`src/rtl/game_state_src_mux.sv`:
```
// Registered pad/ball source selector: local logic vs UART peer, HOST/LOCAL/CLIENT.
// Optional MIRROR_CLIENT_X_EN mirrors the remote ball X in CLIENT mode.
module game_state_src_mux #(
   parameter int X_W          = 11,
   parameter int Y_W          = 10,
   parameter int HOR_PIXELS   = 1024,
   parameter int VER_PIXELS   = 768,
   parameter int BALLSIZE     = 20,
   parameter int PAD_HEIGHT   = 100,
   parameter int MODE_STABLE  = 16,
   parameter int LINK_TIMEOUT = 2**20
) (
   input  logic           clk,
   input  logic           rst_n,
   input  logic           frame_start,
   input  logic [1:0]     mode_sw,
   input  logic [Y_W-1:0] y_p1_logic,
   input  logic [Y_W-1:0] y_p2_logic,
   input  logic [X_W-1:0] x_ball_logic,
   input  logic [Y_W-1:0] y_ball_logic,
   input  logic           uart_valid,
   input  logic [Y_W-1:0] y_pad_uart,
   input  logic [X_W-1:0] x_ball_uart,
   input  logic [Y_W-1:0] y_ball_uart,
   output logic [Y_W-1:0] y_p1_mux,
   output logic [Y_W-1:0] y_p2_mux,
   output logic [X_W-1:0] x_ball_mux,
   output logic [Y_W-1:0] y_ball_mux,
   output logic [1:0]     mode_active,
   output logic           mode_pending,
   output logic           link_lost
);

   localparam logic [X_W-1:0] X_CTR = X_W'((HOR_PIXELS - BALLSIZE) / 2);
   localparam logic [Y_W-1:0] Y_CTR = Y_W'((VER_PIXELS - BALLSIZE) / 2);
   localparam logic [Y_W-1:0] P_CTR = Y_W'((VER_PIXELS - PAD_HEIGHT) / 2);

   localparam logic [1:0] M_HOST   = 2'd0;
   localparam logic [1:0] M_LOCAL  = 2'd1;
   localparam logic [1:0] M_CLIENT = 2'd2;

   localparam int DB_W = $clog2(MODE_STABLE + 1);
   localparam logic [DB_W-1:0] DB_MAX = DB_W'(MODE_STABLE);
   localparam logic [DB_W-1:0] DB_HIT = DB_W'(MODE_STABLE - 1);

   localparam int WD_W = $clog2(LINK_TIMEOUT + 1);
   localparam logic [WD_W-1:0] WD_MAX = WD_W'(LINK_TIMEOUT);
   localparam logic [WD_W-1:0] WD_PRE = WD_W'(LINK_TIMEOUT - 1);

   typedef enum logic {RUN, PEND} state_t;

   logic [1:0]      sw_s1;
   logic [1:0]      sw_s2;
   logic [1:0]      dec;
   logic [1:0]      dec_q;
   logic [DB_W-1:0] db_cnt;
   logic [1:0]      cand;
   state_t          state;
   logic [Y_W-1:0]  sh_pad;
   logic [X_W-1:0]  sh_x;
   logic [Y_W-1:0]  sh_y;
   logic [WD_W-1:0] wd_cnt;
   logic [Y_W-1:0]  pad_u;
   logic [X_W-1:0]  x_client;
   logic [Y_W-1:0]  p1_n;
   logic [Y_W-1:0]  p2_n;
   logic [X_W-1:0]  xb_n;
   logic [Y_W-1:0]  yb_n;

   always_ff @(posedge clk or negedge rst_n) begin
      if (!rst_n) begin
         sw_s1 <= 2'b00;
         sw_s2 <= 2'b00;
      end else begin
         sw_s1 <= mode_sw;
         sw_s2 <= sw_s1;
      end
   end

   always_comb begin
      dec = M_HOST;
      if (sw_s2[1])
         dec = M_CLIENT;
      else if (sw_s2[0])
         dec = M_LOCAL;
   end

   // db_cnt holds how many consecutive edges dec has matched dec_q
   always_ff @(posedge clk or negedge rst_n) begin
      if (!rst_n) begin
         dec_q  <= M_HOST;
         db_cnt <= DB_MAX;
         cand   <= M_HOST;
      end else if (dec != dec_q) begin
         dec_q  <= dec;
         db_cnt <= DB_W'(1);
         if (MODE_STABLE == 1)
            cand <= dec;
      end else begin
         if (db_cnt != DB_MAX)
            db_cnt <= db_cnt + DB_W'(1);
         if (db_cnt >= DB_HIT)
            cand <= dec;
      end
   end

   always_ff @(posedge clk or negedge rst_n) begin
      if (!rst_n) begin
         state        <= RUN;
         mode_active  <= M_HOST;
         mode_pending <= 1'b0;
      end else begin
         unique case (state)
            RUN: begin
               if (cand != mode_active) begin
                  state        <= PEND;
                  mode_pending <= 1'b1;
               end
            end
            PEND: begin
               if (frame_start) begin
                  mode_active  <= cand;
                  state        <= RUN;
                  mode_pending <= 1'b0;
               end else if (cand == mode_active) begin
                  state        <= RUN;
                  mode_pending <= 1'b0;
               end
            end
            default: begin
               state        <= RUN;
               mode_pending <= 1'b0;
            end
         endcase
      end
   end

   always_ff @(posedge clk or negedge rst_n) begin
      if (!rst_n) begin
         sh_pad <= P_CTR;
         sh_x   <= X_CTR;
         sh_y   <= Y_CTR;
      end else if (uart_valid) begin
         sh_pad <= y_pad_uart;
         sh_x   <= x_ball_uart;
         sh_y   <= y_ball_uart;
      end
   end

   always_ff @(posedge clk or negedge rst_n) begin
      if (!rst_n) begin
         wd_cnt    <= WD_MAX;
         link_lost <= 1'b1;
      end else if (uart_valid) begin
         wd_cnt    <= '0;
         link_lost <= 1'b0;
      end else if (wd_cnt != WD_MAX) begin
         wd_cnt    <= wd_cnt + WD_W'(1);
         link_lost <= (wd_cnt == WD_PRE);
      end else begin
         link_lost <= 1'b1;
      end
   end

`ifdef MIRROR_CLIENT_X_EN
   localparam logic [X_W-1:0] X_MAX = X_W'(HOR_PIXELS - BALLSIZE);
   assign x_client = (sh_x > X_MAX) ? '0 : X_MAX - sh_x;
`else
   assign x_client = sh_x;
`endif

   assign pad_u = link_lost ? P_CTR : sh_pad;

   always_comb begin
      p1_n = y_p1_logic;
      p2_n = pad_u;
      xb_n = x_ball_logic;
      yb_n = y_ball_logic;
      case (mode_active)
         M_LOCAL: begin
            p2_n = y_p2_logic;
         end
         M_CLIENT: begin
            p1_n = pad_u;
            p2_n = y_p1_logic;
            xb_n = x_client;
            yb_n = sh_y;
         end
         default: begin
            p2_n = pad_u;
         end
      endcase
   end

   always_ff @(posedge clk or negedge rst_n) begin
      if (!rst_n) begin
         y_p1_mux   <= P_CTR;
         y_p2_mux   <= P_CTR;
         x_ball_mux <= X_CTR;
         y_ball_mux <= Y_CTR;
      end else begin
         y_p1_mux   <= p1_n;
         y_p2_mux   <= p2_n;
         x_ball_mux <= xb_n;
         y_ball_mux <= yb_n;
      end
   end

endmodule

```
`config.mk`:
```
export PLATFORM = sky130hd
export DESIGN_NAME = game_state_src_mux
export DESIGN_NICKNAME = d
export VERILOG_FILES = /design/src/rtl/game_state_src_mux.sv
export SDC_FILE = /design/constraint.sdc
export NUM_CORES = 1
export LEC_CHECK = 0
export ABC_CLOCK_PERIOD_IN_PS = 1800
export BUFFER_PORTS_ARGS = -buffer_cell sky130_fd_sc_hd__clkbuf_2
export CORE_ASPECT_RATIO = 1.4
export CORE_MARGIN = 2
export CORE_UTILIZATION = 49
export CTS_BUF_LIST = sky130_fd_sc_hd__clkbuf_2 sky130_fd_sc_hd__clkbuf_4 sky130_fd_sc_hd__clkbuf_8
export DETAILED_ROUTE_END_ITERATION = 7
export GPL_TIMING_DRIVEN = 1
export PLACE_DENSITY_LB_ADDON = 0.3
export SYNTH_ARGS = -nofsm -noshare
export SYNTH_HDL_FRONTEND = slang
export SYNTH_SLANG_ARGS = --single-unit
```
`constraint.sdc`:
```
create_clock -name clk -period 1.8 [get_ports clk]
set_input_delay 0.27 -clock clk [delete_from_list [all_inputs] [get_ports clk]]
set_output_delay 0.27 -clock clk [all_outputs]
set_load 0.03 [all_outputs]
```
==> impl_metrics.ini, run 1 <==
[run_status]
outcome = complete, no violations

[min_path]
min_to = y_p1_mux[1]$_DFF_PN1_
worstHoldPathCells = 3
hp-start = y_p1_logic[1]
hold_class = in2reg

[setup_path]
critPathKind = reg2reg
critPathMaxFanout = 7
slowest_delay_ns = 0.49
crit_slowest_cell = or4b_4
cp-start-kind = register
cp.required_ns = 2.12
cp-end-kind = register
rr_startpoint = wd_cnt[1]$_DFFE_PN0P_
crit_arrival_ns = 2.12
r2r_slack_ns = 0.002
reg2reg_depth = 5
reg2reg_to = link_lost$_DFF_PN1_
crit_chain = ha_2, nand2_2, or3_4, or4b_4, a21oi_2

[logic_synthesis]
synth_mux_area_frac = 0.150
synth_edf_count = 0
async_flop_share = 1.00
yosysTopAreaCell = dfrtp_1
synth_fa_ha_area_frac = 0.0186
synth_simple_gate_area_frac = 0.119
avgSynthCellArea_sq_um = 12.6
synthFlopType = dfrtp_1
ys_top_cells_by_area = dfrtp_1 (36%), dfstp_2 (25%), mux2_2 (15%)
synthXorXnorAreaFrac = 0.0316
synthCells = 373
ys_types = 40
synthesis.area_sq_um = 4710
yosys_warnings = 0
synth_top_family_by_area = multiplexers
ys_ff_latch = 111
synth_nets = 458
synth_compound_gate_area_share = 0.0587
synth.top_cell.area_share = 0.356
yosysSeqAreaShare = 0.601

[layout]
ff_latch_area_sq_um = 2830
stdcell_area_sq_um = 5840
stdcell_count = 624
antennaDiodeCount = 0
final_layout_size_suffix_gt1_frac = 0.547
multi_input_area_sq_um = 1820
fillers = 750
area_growth_syn_to_layout_pct = 23.9
fin_nets = 594

[sta]
tightestPinTransition_ns = 0.578
min_period_ns = 1.80
drv_slew = 0
fin_setup_tns_ns = 0
finalCritPeriodShare = 0.999
fmax_ghz = 0.556
rsz0062_at_grt = yes
hold_viol = 0
fin_ws_ns = 0.00156
final-setup-viol-count = 0
fin_worst_skew_ns = 0.0172
slew_headroom = 0.612

[floorplan]
coreArea_sq_um = 9410
start_util = 0.501
die_x_um = 86.9
dieArea_sq_um = 10400
row_count = 42
ios = 123
fp.dieH_um = 120

[clock_network]
tritoncts = done
cts_buffers = 9
cts-root-buf = clkbuf_8
clockBufferDepth = 2
cts_htree_levels = 3
clk_latency_ns = 0.38
cts.sinks = 111
cts.clk_slew.worst_paths_ns = 0.11

[route]
via_count = 3376
drt-initial-drc-count = 152
drt-vias-per-instance = 5.41
ant_nets = 0
routed_wl_um = 9990
wl_per_cell_um = 16.0
drt_drc_violations_left = 0
drt-pass1-iter-count = 4

[pwr]
combPwrFrac = 0.126
seq_power_share = 0.581
power.internal_mw = 3.48
swShare = 0.270
p_sw_mw = 1.29
vdd_ir_drop_max_mv = 0.461
power_density_nw_per_um2 = 816
clkPwrFrac = 0.293
p_leak_nw = 2.63
fin_total_pwr_mw = 4.77

[global_routing]
grt_pass1_vias = 3405
gr-usage-all-layers = 0.197
grt_pass1_wl_um = 16000
globalRoute.totalOverflow = 0
grt_start_max_net_pins = 43
antenna_found_initial = 0

[placed_design]
portBuffers = 122
dp_worst_setup_slack_ns = 0.0117
place_inst = 601
place_hpwl_um = 7340
gp_congestion = 0.821
dpl_cell_area_sq_um = 5560

[run]
max-cap-violations = 0
-- power groups by stage --
stage	clock, mW	combinational [mW]	sequential [mW]
6_report	1.40	0.599	2.77
3_5_place_dp	0	0.589	2.81
4_1_cts	1.45	0.604	2.77
3_3_place_gp	0	0.568	2.80
2_1_floorplan	0	0.200	2.92
5_1_grt	1.55	0.654	2.79
-- metrics by stage --
stage	utilization	hold WS (ns)
after floorplan	-	-0.0256
after global placement	0.591	0.236
after detailed placement	0.591	0.241
after CTS	0.615	0.0722
after global routing	0.621	0.0923
final	0.621	0.0958
-- registers in the layout, indices dropped and copies added, names as in the netlist --
| register | cells |
|---|---|
| link_lost | 1 |
| mode_pending | 1 |
| state | 1 |
| sh_pad | 10 |
| y_p1_mux | 10 |
| sh_x | 11 |
| sw_s1 | 2 |
| y_p2_mux | 10 |
| mode_active | 2 |
| x_ball_mux | 11 |
| sh_y | 10 |
| sw_s2 | 2 |
| wd_cnt | 21 |
| y_ball_mux | 10 |
| db_cnt | 5 |
| dec_q | 2 |
| cand | 2 |
-- worst max-delay path by stage --
stage	startpoint	endpoint	slack, ns	cells after the start
4_1_cts	wd_cnt[3]$_DFFE_PN0P_	link_lost$_DFF_PN1_	0.01	4
2_1_floorplan	mode_active[1]$_DFFE_PN0P_	x_ball_mux[0]$_DFF_PN0_	-0.11	4
3_3_place_gp	wd_cnt[1]$_DFFE_PN0P_	link_lost$_DFF_PN1_	0.08	5
6_report	wd_cnt[1]$_DFFE_PN0P_	link_lost$_DFF_PN1_	0.002	5
5_1_grt	wd_cnt[0]$_DFFE_PN0P_	link_lost$_DFF_PN1_	-0.06	5
3_5_place_dp	wd_cnt[1]$_DFFE_PN0P_	link_lost$_DFF_PN1_	0.01	5
-- logic make-up after synthesis --
| group | after synthesis |
|---|---|
| flops | 111 |
| simple gates | 103 |
| mux | 63 |
| compound gates | 46 |
| buf+inv | 26 |
| xor+xnor | 17 |
| fa+ha+maj | 7 |
-- area by class of cell --
cell class | count | share of cell area
well taps | 110 | 0.0236
multi-input cells | 236 | 0.312
clock inverters | 7 | 0.00964
repair buffers | 142 | 0.143
clock buffers | 9 | 0.0212
flip-flops and latches | 111 | 0.485
inverters | 9 | 0.00579
-- Yosys cell counts (7+ instances only) --
library cell	count
xnor2_1	12
inv_1	9
clkbuf_1	12
nand2_1	17
nor2_1	29
nor2b_1	9
ha_1	7
dfstp_2	44
nor4_1	7
a21oi_1	17
o21ai_0	14
dfrtp_1	67
nand4_1	7
mux2_2	62
nand3_1	8
-- worst max-delay path: cells and delay by family, from the launching register on --
| kind | cells | cell delay, ns |
|---|---|---|
| AO/OA/AOI/OAI | 1 | 0.13 |
| adder cells (fa/ha/maj) | 1 | 0.21 |
| flip-flops | 1 | 0.39 |
| AND/OR/NAND/NOR | 3 | 1.01 |
-- metal layers --
layer / vias up / routed length (um) / global-route usage
met5: - / 0 / 0
met4: 0 / 297 / 0.0879
met3: 25 / 399 / 0.0378
met2: 97 / 5340 / 0.337
met1: 1663 / 3950 / 0.238
li1: 1591 / - / -
-- cell usage in the layout (no fill, tap or decap), drive strengths merged, types with 9 or more instances in the layout --
master  netlist  layout
clkbuf       12     130
dfrtp        67      67
mux2         62      62
dfstp        44      44
nor2         29      29
buf           5      18
nand2        17      17
a21oi        17      17
o21ai        14      14
xnor2        12      12
inv           9      11
nor2b         9       9
-- repair_timing --
item                       CTS  global route
resized for setup            0            11
hold buffers                 3             0
setup buffers                2             2
pin swaps                    1             4
hold endpoints to repair    15             0
setup endpoints to repair    1            11
gates cloned                 0             0
(Power assumes the default switching activity.)
==> inputs of run 2 (changes only) <==
Settings changed: ABC_CLOCK_PERIOD_IN_PS 1800 to 1600.
Clock period 1.8 ns to 1.6 ns, I/O delays scaled along.
==> impl_metrics.ini, run 2 (synthesized netlist as in run 1, its figures left out) <==
[route]
via_count = 3492
routed_wl_um = 10400
drt-met1-wl_um = 4020
top_layer = met4
drt-vias-per-instance = 5.37
met3_length_um = 372
drt_drc_violations_left = 0
wl_met2_um = 5780
drt-pass1-iter-count = 4
wl_per_cell_um = 16.0
ant_nets = 0
drt-initial-drc-count = 98

[min_path]
hold_class = in2reg
worstHoldPathCells = 3

[placed_design]
dpl_cell_area_sq_um = 5760
place_inst = 623
portBuffers = 122
place_hpwl_um = 7530
gp_congestion = 0.809

[setup_path]
critPathKind = reg2reg
cp-end-kind = register
critPathMaxFanout = 3
critPathTopFamily = simple AND/OR/NAND/NOR gates
reg2reg_depth = 7
crit_chain = buf_4, inv_2, ha_2, nor4b_4, nand3_2, or2_4, a31o_2
crit_arrival_ns = 2.02
crit_slowest_cell = dfrtp_1
crit_cells = 7
cp-start-kind = register
cp.required_ns = 1.86
slowest_delay_ns = 0.42
cp_num_buf_inv = 2

[pwr]
swShare = 0.234
combPwrFrac = 0.125
p_leak_nw = 2.82
power.internal_mw = 4.47
seq_power_share = 0.532
power_density_nw_per_um2 = 938
vdd_ir_drop_max_mv = 0.483
p_sw_mw = 1.37
fin_total_pwr_mw = 5.84
clkPwrFrac = 0.343

[clock_network]
cts.clk_slew.worst_paths_ns = 0.09
tritoncts = done
cts-root-buf = clkbuf_8
cts_buffers = 9
cts_htree_levels = 3
cts.sinks = 111
clockBufferDepth = 2
clk_latency_ns = 0.36

[layout]
layout_common_cells = clkbuf_2 (121), dfrtp_1 (63), mux2_2 (60)
stdcell_area_sq_um = 6220
largest_register = wd_cnt
fin_nets = 620
largest_reg_flops = 21
stdcell_count = 650
reg_top3 = wd_cnt (21), sh_x (11), x_ball_mux (11)
antennaDiodeCount = 0
fillers = 684
final_layout_size_suffix_gt1_frac = 0.596
area_growth_syn_to_layout_pct = 32.0
final_common_cell = clkbuf_2

[run_status]
violations = negative setup slack
outcome = complete, but fails checks

[floorplan]
start_util = 0.501
dieArea_sq_um = 10400
fp.dieH_um = 120
ios = 123
coreArea_sq_um = 9410
die_x_um = 86.9
row_count = 42

[run]
max-cap-violations = 0

[global_routing]
gr-usage-all-layers = 0.204
grt_start_max_net_pins = 35
grt_pass1_wl_um = 16700
antenna_found_initial = 0
globalRoute.totalOverflow = 0
grt_pass1_vias = 3600

[sta]
final-setup-viol-count = 7
holdWs_ns = 0.0959
min_period_ns = 1.77
slew_headroom = 0.705
fin_ws_ns = -0.165
finalCritPeriodShare = 1.10
fin_worst_skew_ns = 0.00637
fmax_ghz = 0.567
drv_slew = 0
tightestPinTransition_ns = 0.443
fin_setup_tns_ns = -0.663
rsz0062_at_grt = yes
hold_viol = 0
[run 2: changes by cell type in the layout (fill, tap and decap cells not counted), moves of 3 or more]
cell and change:
buf_4 +23, dfrtp_1 -4, bufinv_16 +3, dfrtp_2 +4
[run 2: path summary, 6_finish.rpt]
kind,endpoint,slack (ns),from
min in group asynchronous,y_p2_mux[5]$_DFF_PN0_,0.35,rst_n
max,wd_cnt[2]$_DFFE_PN0P_,-0.17,wd_cnt[1]$_DFFE_PN0P_
max in group asynchronous,db_cnt[4]$_DFFE_PN1P_,0.65,rst_n
min,y_p1_mux[3]$_DFF_PN1_,0.1,y_p1_logic[3]
max reg2reg,wd_cnt[2]$_DFFE_PN0P_,-0.17,wd_cnt[1]$_DFFE_PN0P_
min reg2reg,sw_s2[1]$_DFF_PN0_,0.37,sw_s1[1]$_DFF_PN0_
[run 2: what timing repair did]
item	4_1_cts	5_1_grt
endpoints found under the hold margin	16	0
pin swaps	5	7
buffers inserted	5	3
endpoints found under the setup margin	9	13
hold buffers	3	0
gates resized for setup	14	16
[run 2: metal layers]
layer / global-route usage / vias up
met2: 0.369 / 94
met1: 0.237 / 1755
met5: 0 / -
met3: 0.0399 / 16
met4: 0.0654 / 0
li1: - / 1627
[run 2: through the flow]
| stage | utilization | setup WS (ns) |
|---|---|---|
| after detailed placement | 0.612 | -0.172 |
| after CTS | 0.652 | -0.117 |
| after global routing | 0.661 | -0.213 |
| after floorplan | - | -0.0768 |
| after global placement | 0.612 | -0.0810 |
| final | 0.661 | -0.165 |
[run 2: worst register-to-register path: stages (launching register included)]
cell and delay, ns:
dfrtp_1 0.42, buf_4 0.16, inv_2 0.06, ha_2 0.17
nor4b_4 0.20, nand3_2 0.13, or2_4 0.31, a31o_2 0.23
[run 2: cell type report]
class	instances	area, sq um	area share
flip-flops and latches	111	2840	0.456
multi-input cells	236	1910	0.308
repair buffers	168	1050	0.169
clock buffers	11	145	0.0233
well taps	110	138	0.0221
clock inverters	5	104	0.0167
inverters	9	33.8	0.00543
[run 2: power by group through the flow]
stage	Combinational, mW	Clock, mW	Sequential [mW]
2_1_floorplan	0.227	0	3.29
3_3_place_gp	0.665	0	3.15
3_5_place_dp	0.685	0	3.16
4_1_cts	0.717	2.06	3.11
5_1_grt	0.795	2.16	3.13
6_report	0.728	2.00	3.11
==> inputs of run 3 (changes only) <==
--- a/config.mk
+++ b/config.mk
@@ -16,2 +16,3 @@
 export PLACE_DENSITY_LB_ADDON = 0.3
+export SETUP_SLACK_MARGIN = 0.3
 export SYNTH_ARGS = -nofsm -noshare
--- a/constraint.sdc
+++ b/constraint.sdc
@@ -3,2 +3,2 @@
 set_output_delay 0.24 -clock clk [all_outputs]
-set_load 0.03 [all_outputs]
+set_load 0.005 [all_outputs]
==> impl_metrics.ini, run 3 (synthesized netlist as in run 1, its figures left out) <==
[sta]
final-setup-viol-count = 10
min_period_ns = 1.74
finalCritPeriodShare = 1.08
fin_setup_tns_ns = -0.640
tightestPinTransition_ns = 0.413
slew_headroom = 0.725
hold_viol = 0
rsz0062_at_grt = yes
fin_worst_skew_ns = 0.0155
holdWs_ns = 0.0761
fmax_ghz = 0.576
drv_slew = 0
fin_ws_ns = -0.136

[pwr]
clkPwrFrac = 0.294
power.internal_mw = 4.07
fin_total_pwr_mw = 5.43
combPwrFrac = 0.131
p_sw_mw = 1.36
swShare = 0.251
p_leak_nw = 3.34
power_density_nw_per_um2 = 747
seq_power_share = 0.575
vdd_ir_drop_max_mv = 0.661

[clock_network]
cts-root-buf = clkbuf_8
cts_htree_levels = 3
cts.sinks = 111
cts_buffers = 9
cts.clk_slew.worst_paths_ns = 0.11
tritoncts = done
clk_latency_ns = 0.39
clockBufferDepth = 2

[setup_path]
reg2reg_to = wd_cnt[2]$_DFFE_PN0P_
crit_slowest_cell = dfrtp_1
cp-start-kind = register
crit_chain = buf_4, inv_4, ha_4, nor4b_4, nand3_2, or2_4, a31o_2
cp-end-kind = register
critPathKind = reg2reg
crit_arrival_ns = 2.01
cp.required_ns = 1.87
rr_startpoint = wd_cnt[1]$_DFFE_PN0P_
critPathMaxFanout = 3
crit_path_start = wd_cnt[1]$_DFFE_PN0P_
reg2reg_depth = 7
slowest_delay_ns = 0.43
r2r_slack_ns = -0.14

[layout]
final_common_cell = clkbuf_2
multi_input_area_sq_um = 2380
reg_top3 = wd_cnt (21), sh_x (11), x_ball_mux (11)
area_growth_syn_to_layout_pct = 54.2
final_layout_size_suffix_gt1_frac = 0.719
antennaDiodeCount = 0
fillers = 512
stdcell_count = 697
largest_reg_flops = 21
layout_common_cells = clkbuf_2 (118), dfrtp_1 (61), dfstp_2 (44)
fin_nets = 667
fin_util = 0.773
ff_latch_area_sq_um = 2840
stdcell_area_sq_um = 7270
largest_register = wd_cnt

[run_status]
violations = negative setup slack
outcome = complete, but fails checks

[route]
drt_drc_violations_left = 0
drt-vias-per-instance = 5.60
routed_wl_um = 14400
wl_per_cell_um = 20.7
drt-pass1-iter-count = 4
drt-initial-drc-count = 227
via_count = 3900
ant_nets = 0

[floorplan]
dieArea_sq_um = 10400
fp.dieH_um = 120
start_util = 0.501
die_x_um = 86.9
coreArea_sq_um = 9410
row_count = 42
ios = 123

[global_routing]
gr-usage-all-layers = 0.249
grt_pass1_vias = 4102
antenna_found_initial = 0
grt_start_max_net_pins = 29
grt_pass1_wl_um = 20000
globalRoute.totalOverflow = 0

[min_path]
hold_class = in2reg
min_to = y_ball_mux[9]$_DFF_PN0_
hp-start = y_ball_logic[9]
worstHoldPathCells = 2

[placed_design]
place_inst = 623
dpl_cell_area_sq_um = 5890
portBuffers = 122
gp_congestion = 0.835
place_hpwl_um = 7480
dp_worst_setup_slack_ns = -0.126

[run]
max-cap-violations = 0
==> run 3: changes by cell type in the layout (fill, tap and decap cells not counted), sizes merged <==
cell      previous run  this run
bufinv               3         0
clkbuf             132       130
clkinv               1         2
buf                 44        94
clkinvlp             0         1
==> run 3: what timing repair did <==
item | CTS | global route
hold buffers | 3 | 0
gates cloned | 6 | 0
buffers inserted | 31 | 18
endpoints found under the setup margin | 62 | 73
pin swaps | 38 | 42
endpoints found under the hold margin | 22 | 0
gates resized for setup | 115 | 49
==> run 3: final cells by class <==
| class | instances | share of cell area |
|---|---|---|
| clock buffer | 12 | 0.0210 |
| timing repair buffer | 215 | 0.232 |
| multi-input combinational | 236 | 0.327 |
| clock inverter | 4 | 0.00413 |
| inverter | 9 | 0.00568 |
| tap | 110 | 0.0189 |
| sequential | 111 | 0.391 |
==> run 3: power groups by stage <==
stage,registers (mW),clock network [mW],logic (mW)
final,3.12,1.59,0.713
after detailed placement,3.17,0,0.573
after CTS,3.11,1.59,0.642
after floorplan,3.16,0,0.245
after global placement,3.15,0,0.553
after global routing,3.14,1.74,0.771
==> run 3: worst max-delay path, delay by kind of cell (launching register included) <==
family	cells	cell delay, ns
adder cells (fa/ha/maj)	1	0.11
AND/OR/NAND/NOR	3	0.64
buffers and inverters	2	0.22
flip-flops	1	0.43
AO/OA/AOI/OAI	1	0.23
==> run 3: how the worst max path moves through the flow <==
stage,cells past startpoint,endpoint,slack [ns]
finish,7,wd_cnt[2]$_DFFE_PN0P_,-0.14
floorplan,5,link_lost$_DFF_PN1_,-0.08
global placement,5,link_lost$_DFF_PN1_,-0.07
CTS,5,link_lost$_DFF_PN1_,-0.09
detailed placement,5,link_lost$_DFF_PN1_,-0.13
global route,7,wd_cnt[2]$_DFFE_PN0P_,-0.19
==> run 3: routing by layer <==
| layer | global-route usage | part of all wire | up-vias |
|---|---|---|---|
| li1 | - | - | 1732 |
| met1 | 0.280 | 0.36 | 1988 |
| met2 | 0.455 | 0.58 | 142 |
| met3 | 0.0447 | 0.042 | 38 |
| met4 | 0.101 | 0.027 | 0 |
| met5 | 0 | 0 | - |
